### src/rtl/prim_esc_sender.sv
`default_nettype none
// ============================================================================
// Module   : prim_esc_sender
// Brief    : Differential escalation sender with ping handshake and response
//            integrity checking against a toggling receiver.
// Revision : 1.0 - initial release
// ============================================================================

module prim_esc_sender #(
    parameter int PING_LEN = 4
) (
    input  logic       clk_i,
    input  logic       rst_i,
    input  logic       ping_req_i,
    input  logic       esc_req_i,
    input  logic [1:0] esc_rx_i,
    output logic [1:0] esc_tx_o,
    output logic       ping_ok_o,
    output logic       integ_fail_o
);

    typedef enum logic [2:0] {
        ST_IDLE       = 3'd0,
        ST_PING_PULSE = 3'd1,
        ST_PING_CHK   = 3'd2,
        ST_ESC_WAIT   = 3'd3,
        ST_ESC_CHK    = 3'd4,
        ST_ESC_DRAIN  = 3'd5
    } state_t;

    localparam logic [1:0] c_tx_idle   = 2'b01;
    localparam logic [1:0] c_tx_active = 2'b10;
    localparam logic [3:0] c_last_cnt  = 4'(PING_LEN - 1);

    state_t     r_state;
    logic [1:0] r_esc_tx;
    logic       r_ping_ok;
    logic       r_integ_fail;
    logic [3:0] r_cnt;
    logic       r_phase;

    logic [1:0] w_exp_rx;
    logic       w_checked;
    logic       w_rx_bad;

    // Only the toggling check states expect the phase pattern; all other
    // checked states expect the receiver to sit at its idle level.
    always_comb begin
        w_exp_rx = c_tx_idle;
        if ((r_state == ST_PING_CHK) || (r_state == ST_ESC_CHK)) begin
            w_exp_rx = {r_phase, ~r_phase};
        end
    end

    assign w_checked = (r_state != ST_ESC_DRAIN);
    assign w_rx_bad  = (esc_rx_i != w_exp_rx) || (esc_rx_i[1] == esc_rx_i[0]);

    always_ff @(posedge clk_i) begin
        if (rst_i) begin
            r_state      <= ST_IDLE;
            r_esc_tx     <= c_tx_idle;
            r_ping_ok    <= 1'b0;
            r_integ_fail <= 1'b0;
            r_cnt        <= 4'd0;
            r_phase      <= 1'b1;
        end else begin
            r_ping_ok    <= 1'b0;
            r_integ_fail <= w_checked && w_rx_bad;

            case (r_state)
                ST_IDLE: begin
                    if (esc_req_i) begin
                        r_state  <= ST_ESC_WAIT;
                        r_esc_tx <= c_tx_active;
                    end else if (ping_req_i) begin
                        r_state  <= ST_PING_PULSE;
                        r_esc_tx <= c_tx_active;
                    end else begin
                        r_esc_tx <= c_tx_idle;
                    end
                end

                ST_PING_PULSE: begin
                    r_esc_tx <= c_tx_idle;
                    if (esc_req_i) begin
                        // An escalation proves the path as well as a ping would.
                        r_ping_ok <= 1'b1;
                        r_state   <= ST_ESC_WAIT;
                        r_esc_tx  <= c_tx_active;
                    end else if (w_rx_bad) begin
                        r_state <= ST_IDLE;
                    end else begin
                        r_state <= ST_PING_CHK;
                        r_cnt   <= 4'd0;
                        r_phase <= 1'b1;
                    end
                end

                ST_PING_CHK: begin
                    r_esc_tx <= c_tx_idle;
                    if (esc_req_i) begin
                        r_ping_ok <= 1'b1;
                        r_state   <= ST_ESC_WAIT;
                        r_esc_tx  <= c_tx_active;
                    end else if (w_rx_bad) begin
                        r_state <= ST_IDLE;
                    end else if (r_cnt == c_last_cnt) begin
                        r_ping_ok <= 1'b1;
                        r_state   <= ST_IDLE;
                    end else begin
                        r_phase <= ~r_phase;
                        r_cnt   <= r_cnt + 4'd1;
                    end
                end

                ST_ESC_WAIT: begin
                    r_ping_ok <= ping_req_i;
                    if (esc_req_i) begin
                        r_state  <= ST_ESC_CHK;
                        r_phase  <= 1'b1;
                        r_esc_tx <= c_tx_active;
                    end else begin
                        r_state  <= ST_ESC_DRAIN;
                        r_esc_tx <= c_tx_idle;
                    end
                end

                ST_ESC_CHK: begin
                    // Phase advances regardless of the check result so one bad
                    // response does not desynchronise the rest of the escalation.
                    r_ping_ok <= ping_req_i;
                    r_phase   <= ~r_phase;
                    if (esc_req_i) begin
                        r_esc_tx <= c_tx_active;
                    end else begin
                        r_state  <= ST_ESC_DRAIN;
                        r_esc_tx <= c_tx_idle;
                    end
                end

                ST_ESC_DRAIN: begin
                    if (esc_req_i) begin
                        r_state  <= ST_ESC_WAIT;
                        r_esc_tx <= c_tx_active;
                    end else begin
                        r_state  <= ST_IDLE;
                        r_esc_tx <= c_tx_idle;
                    end
                end

                default: begin
                    r_state  <= ST_IDLE;
                    r_esc_tx <= c_tx_idle;
                end
            endcase
        end
    end

    assign esc_tx_o     = r_esc_tx;
    assign ping_ok_o    = r_ping_ok;
    assign integ_fail_o = r_integ_fail;

endmodule

`default_nettype wire

### config.mk
export PLATFORM = sky130hd
export DESIGN_NAME = prim_esc_sender
export DESIGN_NICKNAME = d
export VERILOG_FILES = /design/src/rtl/prim_esc_sender.sv
export SDC_FILE = /design/constraint.sdc
export NUM_CORES = 1
export LEC_CHECK = 0
export CORE_MARGIN = 1.5
export CORE_UTILIZATION = 55
export CTS_CLUSTER_DIAMETER = 150
export CTS_CLUSTER_SIZE = 25
export DETAILED_ROUTE_END_ITERATION = 7
export PLACE_DENSITY = 0.79
export SLEW_MARGIN = 20
export SYNTH_ARGS = -nofsm -noshare
export SYNTH_HDL_FRONTEND = slang
export SYNTH_SLANG_ARGS = --single-unit
### constraint.sdc
create_clock -name clk_i -period 3.15 [get_ports clk_i]
set_clock_uncertainty 0.1 [all_clocks]
set_input_delay 0.4725 -clock clk_i [delete_from_list [all_inputs] [get_ports clk_i]]
set_output_delay 0.4725 -clock clk_i [all_outputs]
set_load 0.01 [all_outputs]
==> out/metrics.cfg, run 1 <==
[critical_path]
r2r_slack_ps = 1120
crit_arrival_ps = 2110
slowest_stage = clkdlybuf4s50_1
reg2reg_from = r_state[1]$_SDFFE_PP0P_
cp_common_cell = nor2b_1
crit_family = compound AO/OA/AOI/OAI gates
required_ps = 3190
path_cells = clkdlybuf4s50_1 -> nor2b_1 -> o21ai_1 -> a221oi_4 -> nor2b_1 -> o32ai_1
r2r_cells = 5
worstSetupPathDepth = 6
critPathCaptureType = flop
critical_path_class = in -> reg
cp_num_buf_inv = 1
worst_setup_path_start_kind = primary input
slowest_delay_ps = 470
critPathMaxFanout = 6
worstReg2RegEnd = r_cnt[3]$_SDFFE_PP0P_

[clocking]
cts_tree = yes
cts_inserted_buffers = 3
clk_latency_ps = 270
cts_setup_buffers = 0
clock_path_buffers = 2
clockRootBuffer = clkbuf_4
postCtsHoldBufs = 0
clk_pin_slew_worst_paths_ps = 80
cts.htree.levels = 1
clkSinkCount = 12
cts_resized = 0

[synthesis]
synth_edf_count = 0
syn_inst = 101
synth_xor_area_share_pct = 4.403
ys_seq_elements = 12
ys.flop_type = dfxtp_1
yosys.area_share.simple_pct = 27.83
ys_seq_area_share_pct = 30.19
async_reset_ff_share_pct = 0
synth_warnings = 0
synth_top_family_by_area = simple AND/OR/NAND/NOR gates
synth.distinct_cells = 36
synth_area_per_cell_um2 = 7.879
syn_nets = 108
synth.mux.area_fraction_pct = 5.189
synth_adder_area_share_pct = 1.572
syn_area_um2 = 795.8
synth-compound-area-share_pct = 24.84

[worst_hold_path]
hold_depth = 2
hp-class = reg -> reg
min_to = r_cnt[1]$_SDFFE_PP0P_
min-delay-start = r_cnt[1]$_SDFFE_PP0P_

[global_route]
grt_usage_pct = 25.22
gr-total-overflow = 0
grt_pass1_wl_mm = 2.732
antenna_found_initial = 0
grt_pass1_vias = 653
grt_max_degree = 17

[place]
dpl.hpwl_mm = 1.224
globalplace.congestion = 0.8238
numPortBuffers = 9
place_area_um2 = 879.6

[cells_and_area]
fin_nets = 116
syn2layout_area_growth_pct = 15.09
post-route-util_pct = 69.52
drive_gt1_share_pct = 8.333
final_area_um2 = 915.9
nFillCells = 111
diodes = 0

[timing]
whs_ps = 427.5
hold_violations = 0
rsz0062_at_grt = false
maxSlewViolCount = 0
max_clock_freq_mhz = 483.3
min_period_ps = 2069
worstMarginPinSlew_ps = 560.2
relSlewSlack_pct = 62.61
setup_viol = 0
period_share_pct = 65.68
fin_tns_setup_ps = 0

[floorplanning]
dieWidth_um = 41.04
core_area_um2 = 1318
fp.dieH_um = 41.04
die_area_um2 = 1684
ios = 10
rows = 13
start_util_pct = 60.40

[drt]
drc = 0
drt_wl_total_mm = 1.630
first_pass_iters = 4
avgRoutedWirePerCell_um = 13.25
vias = 731
postRouteAntennaNets = 0
drt_iter0_drc = 18
via_per_inst = 5.943

[power_and_ir_drop]
swShare_pct = 31.01
worst_ir_drop_vdd_mv = 0.3528
seq_power_share_pct = 44.3
p_leak_nw = 0.3650
p_clk_share_pct = 29.4
p_comb_share_pct = 26.3
powerDensity_nw_per_um2 = 449.2
total_power_uw = 411.4
internal_power_uw = 283.8
p_sw_uw = 127.6

[run]
maxCapViolCount = 0

[run_status]
status = finished, final reports clean

how the worst max path moves through the flow:
stage | start | to | slack (ps)
finish | esc_rx_i[0] | r_cnt[3]$_SDFFE_PP0P_ | 1080
global route | esc_rx_i[0] | r_cnt[0]$_SDFFE_PP0P_ | 920
CTS | esc_rx_i[0] | r_cnt[0]$_SDFFE_PP0P_ | 1100
detailed placement | esc_rx_i[0] | r_cnt[0]$_SDFFE_PP0P_ | 800
global placement | esc_rx_i[0] | r_cnt[0]$_SDFFE_PP0P_ | 850
floorplan | r_cnt[0]$_SDFFE_PP0P_ | r_cnt[3]$_SDFFE_PP0P_ | 1410
registers in the layout, indices dropped and copies added, names as in the netlist:
register and count:
ping_ok_o 1, r_cnt 4, integ_fail_o 1, esc_tx_o 2
r_state 3, r_phase 1
worst register-to-register path, delay by kind of cell (launching register included):
kind             cells  cell delay (ps)
AO/OA/AOI/OAI        2              490
AND/OR/NAND/NOR      2              380
flip-flops           1              680
XOR/XNOR             1              260
layout make-up:
cell class	count	area [um^2]	share of cell area, %
Multi-Input combinational cell	77	508.0	55.46
Sequential cell	12	240.2	26.23
Timing Repair Buffer	9	90.09	9.836
Clock buffer	4	36.28	3.962
Inverter	6	22.52	2.459
Tap cell	15	18.77	2.049
cells in the mapped netlist, types with 3 or more instances:
master	instances	area share (%)
nand2b_1	4	3.1
o21ai_0	3	1.9
nor2_1	7	3.3
nand2_1	10	4.7
clkbuf_1	4	1.9
dfxtp_1	12	30
a21oi_1	8	5.0
nor2b_1	5	3.9
inv_1	6	2.8
mux2i_1	3	3.8
cell families (layout without fill, tap and decap cells):
group | count (synthesis) | in the layout
buf+inv | 12 | 19
xor+xnor | 4 | 4
fa+ha+maj | 1 | 1
simple gates | 41 | 41
mux | 4 | 4
flops | 12 | 12
compound gates | 27 | 27
cells in the final DEF (no fill, tap or decap), drive strengths merged:
cell / count
a211oi: 1
a21o: 1
a21oi: 8
a221oi: 1
a311oi: 1
a31oi: 2
and2: 2
and3: 2
clkbuf: 4
clkdlybuf4s50: 9
dfxtp: 12
ha: 1
inv: 6
mux2: 1
mux2i: 3
nand2: 10
nand2b: 4
nand3: 4
nand3b: 2
nand4: 2
nor2: 7
nor2b: 5
nor3: 2
o2111ai: 1
o211ai: 1
o21a: 1
o21ai: 4
o22ai: 1
o31ai: 3
o32ai: 2
or3b: 1
xnor2: 2
xor2: 2
power groups by stage:
stage	Sequential [mW]	Clock (mW)	Combinational [mW]
after CTS	0.182	0.127	0.108
after global placement	0.185	0	0.105
after floorplan	0.173	0	0.0903
after detailed placement	0.186	0	0.107
after global routing	0.185	0.133	0.122
final	0.182	0.121	0.108
stage by stage:
step           std cells  setup slack (ps)
5_1_grt              123             915.6
6_report             123              1081
3_5_place_dp         119             804.8
3_3_place_gp         119             854.4
4_1_cts              123              1104
2_1_floorplan        101              1408
layer usage:
layer / vias to the layer above / global-route usage [%] / wire, um
met2: 19 / 42.19 / 787
met3: 2 / 9.783 / 78
li1: 379 / - / -
met1: 331 / 29.22 / 750
met4: 0 / 7.500 / 14
met5: - / 0 / 0
Power figures use the tool's default switching activity.
==> inputs of run 2 (changes only) <==
--- a/config.mk
+++ b/config.mk
@@ -5,12 +5,13 @@
 export SDC_FILE = /design/constraint.sdc
 export NUM_CORES = 1
 export LEC_CHECK = 0
+export CORE_ASPECT_RATIO = 1.2
 export CORE_MARGIN = 1.5
-export CORE_UTILIZATION = 55
+export CORE_UTILIZATION = 47
 export CTS_CLUSTER_DIAMETER = 150
 export CTS_CLUSTER_SIZE = 25
 export DETAILED_ROUTE_END_ITERATION = 7
-export PLACE_DENSITY = 0.79
+export PLACE_DENSITY = 0.72
 export SLEW_MARGIN = 20
 export SYNTH_ARGS = -nofsm -noshare
 export SYNTH_HDL_FRONTEND = slang
==> constraint.sdc (replaced) <==
create_clock -name clk_i -period 1.8 [get_ports clk_i]
set_clock_uncertainty 0.1 [all_clocks]
set_input_delay 0.27 -clock clk_i [delete_from_list [all_inputs] [get_ports clk_i]]
set_output_delay 0.27 -clock clk_i [all_outputs]
set_load 0.01 [all_outputs]
==> run 2 against run 1 <==
Effect of this change:
- final cell count up 14%
- non-clock buffer count up 14
- via count up 9.4%
- sequential share of layout area down 3.1 points
- global-route usage down 2.4 points
- register-to-register slack worse by 1000 ps
- die area up 16%
- worst hold slack better by 12 ps
- flip-flop and latch count unchanged
==> out/metrics.cfg, run 2 (synthesized netlist as in run 1, its figures left out) <==
[global_route]
grt_usage_pct = 22.83
grt_max_degree = 15
grt_pass1_wl_mm = 2.953
grt_pass1_vias = 726
antenna_found_initial = 0
gr-total-overflow = 0

[run_status]
status = finished, final reports clean

[drt]
first_pass_iters = 4
drc = 0
drt_wl_total_mm = 1.885
postRouteAntennaNets = 0
avgRoutedWirePerCell_um = 13.46
via_per_inst = 5.714
drt_iter0_drc = 22
vias = 800

[cells_and_area]
syn2layout_area_growth_pct = 31.60
largest_reg_flops = 4
post-route-util_pct = 65.39
regMostFlops = r_cnt
diodes = 0
drive_gt1_share_pct = 23.77
stdcell_count = 140
final_area_um2 = 1047
layout_commonest_cell = buf_4
final_cell_mix = 14 x buf_4, 10 x nand2_1, 10 x dfxtp_1
fin_nets = 130

[timing]
fin_tns_setup_ps = 0
hold_violations = 0
min_period_ps = 1718
whs_ps = 439.6
maxSlewViolCount = 0
max_clock_freq_mhz = 582.1
period_share_pct = 95.43
setup_viol = 0
worstMarginPinSlew_ps = 490.3
rsz0062_at_grt = true
relSlewSlack_pct = 67.21
setup_ws_ps = 82.22

[clocking]
clock_path_buffers = 2
cts.htree.levels = 1
postCtsHoldBufs = 0
cts_inserted_buffers = 3
cts_tree = yes
clkSinkCount = 12
clk_pin_slew_worst_paths_ps = 80
clk_latency_ps = 280
clockRootBuffer = clkbuf_4

[floorplanning]
rows = 16
core_area_um2 = 1602
dieWidth_um = 40.56
ios = 10
fp.dieH_um = 48.08
die_area_um2 = 1950
start_util_pct = 49.69

[critical_path]
critPathMaxFanout = 6
critPathCaptureType = flop
crit_start = r_cnt[0]$_SDFFE_PP0P_
worstReg2RegEnd = r_cnt[3]$_SDFFE_PP0P_
r2r_cells = 6
critical_path_class = reg -> reg
required_ps = 1880
reg2reg_from = r_cnt[0]$_SDFFE_PP0P_
crit_arrival_ps = 1800
r2r_slack_ps = 80
worst_setup_path_start_kind = flop

[run]
maxCapViolCount = 0

[worst_hold_path]
min_to = r_cnt[3]$_SDFFE_PP0P_
hp-class = reg -> reg
hold_depth = 2
min-delay-start = r_cnt[3]$_SDFFE_PP0P_

[power_and_ir_drop]
powerDensity_nw_per_um2 = 726.4
total_power_uw = 760.7
p_leak_nw = 0.4386
worst_ir_drop_vdd_mv = 0.4777

[place]
dpl.hpwl_mm = 1.389
dp_cells = 135
numPortBuffers = 9
post-place-ws_ps = -241.3
place_area_um2 = 980.9
globalplace.congestion = 0.8551

## run 2: cell count changes in the layout (fill, tap and decap cells not counted), sizes merged
cell / before / now
buf: 0 / 14
## run 2: final cells by class
type	instances	area, um^2
Fill cell	141	554.3
Inverter	6	22.52
Timing Repair Buffer	23	195.2
Clock buffer	4	36.28
Multi-Input combinational cell	77	528.0
Sequential cell	12	242.7
Tap cell	18	22.52
## run 2: worst max path at each step
stage	to	slack, ps
CTS	r_cnt[3]$_SDFFE_PP0P_	6
global route	r_cnt[0]$_SDFFE_PP0P_	-40
floorplan	r_cnt[3]$_SDFFE_PP0P_	60
detailed placement	r_cnt[0]$_SDFFE_PP0P_	-240
global placement	r_cnt[0]$_SDFFE_PP0P_	-180
finish	r_cnt[3]$_SDFFE_PP0P_	80
## run 2: what timing repair did
item | in CTS | in global routing
setup buffers | 0 | 1
pin swaps | 1 | 0
setup endpoints to repair | 2 | 5
gates cloned | 0 | 0
gates resized for setup | 1 | 6
## run 2: critical path, stage by stage, from the launching register on
cell and delay [ps]:
dfxtp_2 360, ha_4 140, or3b_4 410, nand3b_1 140
a221oi_4 100, nor2b_1 150, o32ai_1 230
## run 2: report_power, final
| part | switching, mW | internal (mW) | leakage, nW | total [mW] |
|---|---|---|---|---|
| Sequential | 0.0119 | 0.284 | 0.0995 | 0.295 |
| Clock | 0.0957 | 0.123 | 0.0210 | 0.219 |
| Combinational | 0.131 | 0.115 | 0.318 | 0.246 |
## run 2: layer usage
metal  up-vias  GRT usage (%)  share of wire [%]
met5         -              0                  0
met4         0          12.00                4.0
met3         9          5.116                3.0
met2        19          41.59                 51
met1       370          23.53                 42
li1        402              -                  -
==> inputs of run 3 (changes only) <==
--- a/config.mk
+++ b/config.mk
@@ -6,12 +6,13 @@
 export NUM_CORES = 1
 export LEC_CHECK = 0
 export CORE_ASPECT_RATIO = 1.2
-export CORE_MARGIN = 1.5
+export CORE_MARGIN = 5
 export CORE_UTILIZATION = 47
 export CTS_CLUSTER_DIAMETER = 150
 export CTS_CLUSTER_SIZE = 25
 export DETAILED_ROUTE_END_ITERATION = 7
 export PLACE_DENSITY = 0.72
+export SETUP_SLACK_MARGIN = 0.3
 export SLEW_MARGIN = 20
 export SYNTH_ARGS = -nofsm -noshare
 export SYNTH_HDL_FRONTEND = slang
==> run 3 against run 2 <==
Effect of this change:
- the flow now finishes with violations (negative setup slack)
- fmax is 5.1% lower
- highest routed layer unchanged
- non-clock buffer count is 3 higher
- final area is 14% higher
- largest power group unchanged
- clock-buffer cell count stayed put
- largest cell class unchanged
==> out/metrics.cfg, run 3 (synthesized netlist as in run 1, its figures left out) <==
[run_status]
status = finished, violations left
violations = negative setup slack

[global_route]
grt_max_degree = 15
antenna_found_initial = 0
grt_pass1_wl_mm = 3.381
grt_pass1_vias = 796
gr-total-overflow = 0
grt_usage_pct = 18.12

[clocking]
postCtsHoldBufs = 0
cts_inserted_buffers = 3
clock_path_buffers = 2
clk_latency_ps = 290
cts_tree = yes
clk_pin_slew_worst_paths_ps = 90
cts.htree.levels = 1
clkSinkCount = 12
clockRootBuffer = clkbuf_4

[run]
maxCapViolCount = 0

[drt]
drt_iter0_drc = 14
postRouteAntennaNets = 0
vias = 801
via_per_inst = 5.601
drt_wl_total_mm = 2.189
first_pass_iters = 4
avgRoutedWirePerCell_um = 15.31
drc = 0

[place]
numPortBuffers = 9
globalplace.congestion = 0.8404
post-place-ws_ps = -259.8
dpl.hpwl_mm = 1.404

[timing]
setup_ws_ps = -10.68
rsz0062_at_grt = true
min_period_ps = 1811
period_share_pct = 100.6
worstMarginPinSlew_ps = 522.5
relSlewSlack_pct = 65.06
hold_violations = 0
setup_viol = 2
max_clock_freq_mhz = 552.3
maxSlewViolCount = 0

[floorplanning]
start_util_pct = 49.07
dieWidth_um = 47.56
ios = 10
fp.dieH_um = 55.08
rows = 16
core_area_um2 = 1622
die_area_um2 = 2619

[cells_and_area]
final_cell_mix = 15 x buf_4, 10 x nand2_1
post-route-util_pct = 73.38
largest_reg_flops = 4
diodes = 0
regMostFlops = r_cnt
fin_nets = 133
syn2layout_area_growth_pct = 49.53
drive_gt1_share_pct = 38.40
layout_commonest_cell = buf_4

[critical_path]
crit_family = simple AND/OR/NAND/NOR gates
crit_arrival_ps = 1920
slowest_stage = or3b_4
r2r_slack_ps = -10
path_cells = ha_4 -> or3b_4 -> buf_4 -> o2111ai_1 -> o211ai_1 -> a31oi_1 -> mux2i_1
r2r_cells = 7
worst_setup_path_start_kind = flop
critPathCaptureType = flop
worstReg2RegEnd = r_phase$_SDFFE_PP1P_
cp_num_buf_inv = 1
critical_path_class = reg -> reg
slowest_delay_ps = 400
critPathMaxFanout = 4
required_ps = 1910
reg2reg_from = r_cnt[1]$_SDFFE_PP0P_

[worst_hold_path]
min_to = r_cnt[3]$_SDFFE_PP0P_
hold_depth = 2
hp-class = reg -> reg
min-delay-start = r_cnt[3]$_SDFFE_PP0P_

[power_and_ir_drop]
p_clk_share_pct = 27.8
swShare_pct = 33.50
p_leak_nw = 0.5187
seq_power_share_pct = 37.4
p_sw_uw = 273.4
p_comb_share_pct = 34.8
worst_ir_drop_vdd_mv = 0.6536
internal_power_uw = 542.7
powerDensity_nw_per_um2 = 685.8

[run 3: cell types whose count changed in the layout (fill, tap and decap cells not counted), sizes merged]
cell,before,now
buf,14,17
dlygate4sd2,0,4
clkdlybuf4s50,9,3
dlymetal6s2s,0,2
[run 3: worst max path at each step]
stage / start / endpoint / slack (ps) / cells past startpoint
global placement: esc_rx_i[1] / r_cnt[0]$_SDFFE_PP0P_ / -190 / 6
floorplan: r_cnt[0]$_SDFFE_PP0P_ / r_cnt[3]$_SDFFE_PP0P_ / 170 / 6
finish: r_cnt[1]$_SDFFE_PP0P_ / r_phase$_SDFFE_PP1P_ / -10 / 7
CTS: r_cnt[1]$_SDFFE_PP0P_ / r_cnt[0]$_SDFFE_PP0P_ / 20 / 6
global route: r_cnt[1]$_SDFFE_PP0P_ / r_phase$_SDFFE_PP1P_ / -80 / 7
detailed placement: esc_rx_i[1] / r_cnt[0]$_SDFFE_PP0P_ / -260 / 6
[run 3: worst register-to-register path: stages, from the launching register on]
cell and delay, ps:
dfxtp_4 360, ha_4 130, or3b_4 400, buf_4 150, o2111ai_1 60, o211ai_1 110
a31oi_1 230, mux2i_1 200
[run 3: repair_timing]
| action | 4_1_cts | 5_1_grt |
|---|---|---|
| endpoints found under the setup margin | 12 | 12 |
| setup buffers | 5 | 4 |
| pin swaps | 4 | 10 |
| gates cloned | 0 | 0 |
| resized for setup | 15 | 22 |
[run 3: layout make-up]
class	instances	area [um^2]
Inverter	6	22.52
Sequential cell	12	260.3
Timing Repair Buffer	26	225.2
Clock buffer	4	36.28
Fill cell	126	431.7
Tap cell	18	22.52
Multi-Input combinational cell	77	623.1
[run 3: metrics by stage]
step	power, mW	std cells	hold WS [ps]	setup TNS, ps	area (um^2)
after global routing	0.8561	143	465.3	-255.4	1190
after floorplan	0.4625	101	371.5	0	817.0
final	0.8161	143	421.8	-11.66	1190
after global placement	0.5363	130	398.4	-830.6	963.4
after detailed placement	0.5408	130	404.7	-1109	963.4
after CTS	0.7709	139	419.3	0	1077
[run 3: power groups by stage]
stage / Combinational, mW / Sequential [mW] / Clock, mW
floorplan: 0.160 / 0.302 / 0
global placement: 0.232 / 0.305 / 0
detailed placement: 0.235 / 0.306 / 0
CTS: 0.246 / 0.296 / 0.229
global route: 0.307 / 0.307 / 0.242
finish: 0.284 / 0.305 / 0.227
[run 3: layer usage]
layer / track usage (%) / wire length, um / up-vias / part of all wire (%)
met3: 1.942 / 55 / 2 / 2.5
met1: 19.26 / 856 / 384 / 39
met4: 8.072 / 25 / 0 / 1.1
met5: 0 / 0 / - / 0
met2: 34.60 / 1252 / 8 / 57
li1: - / - / 407 / -
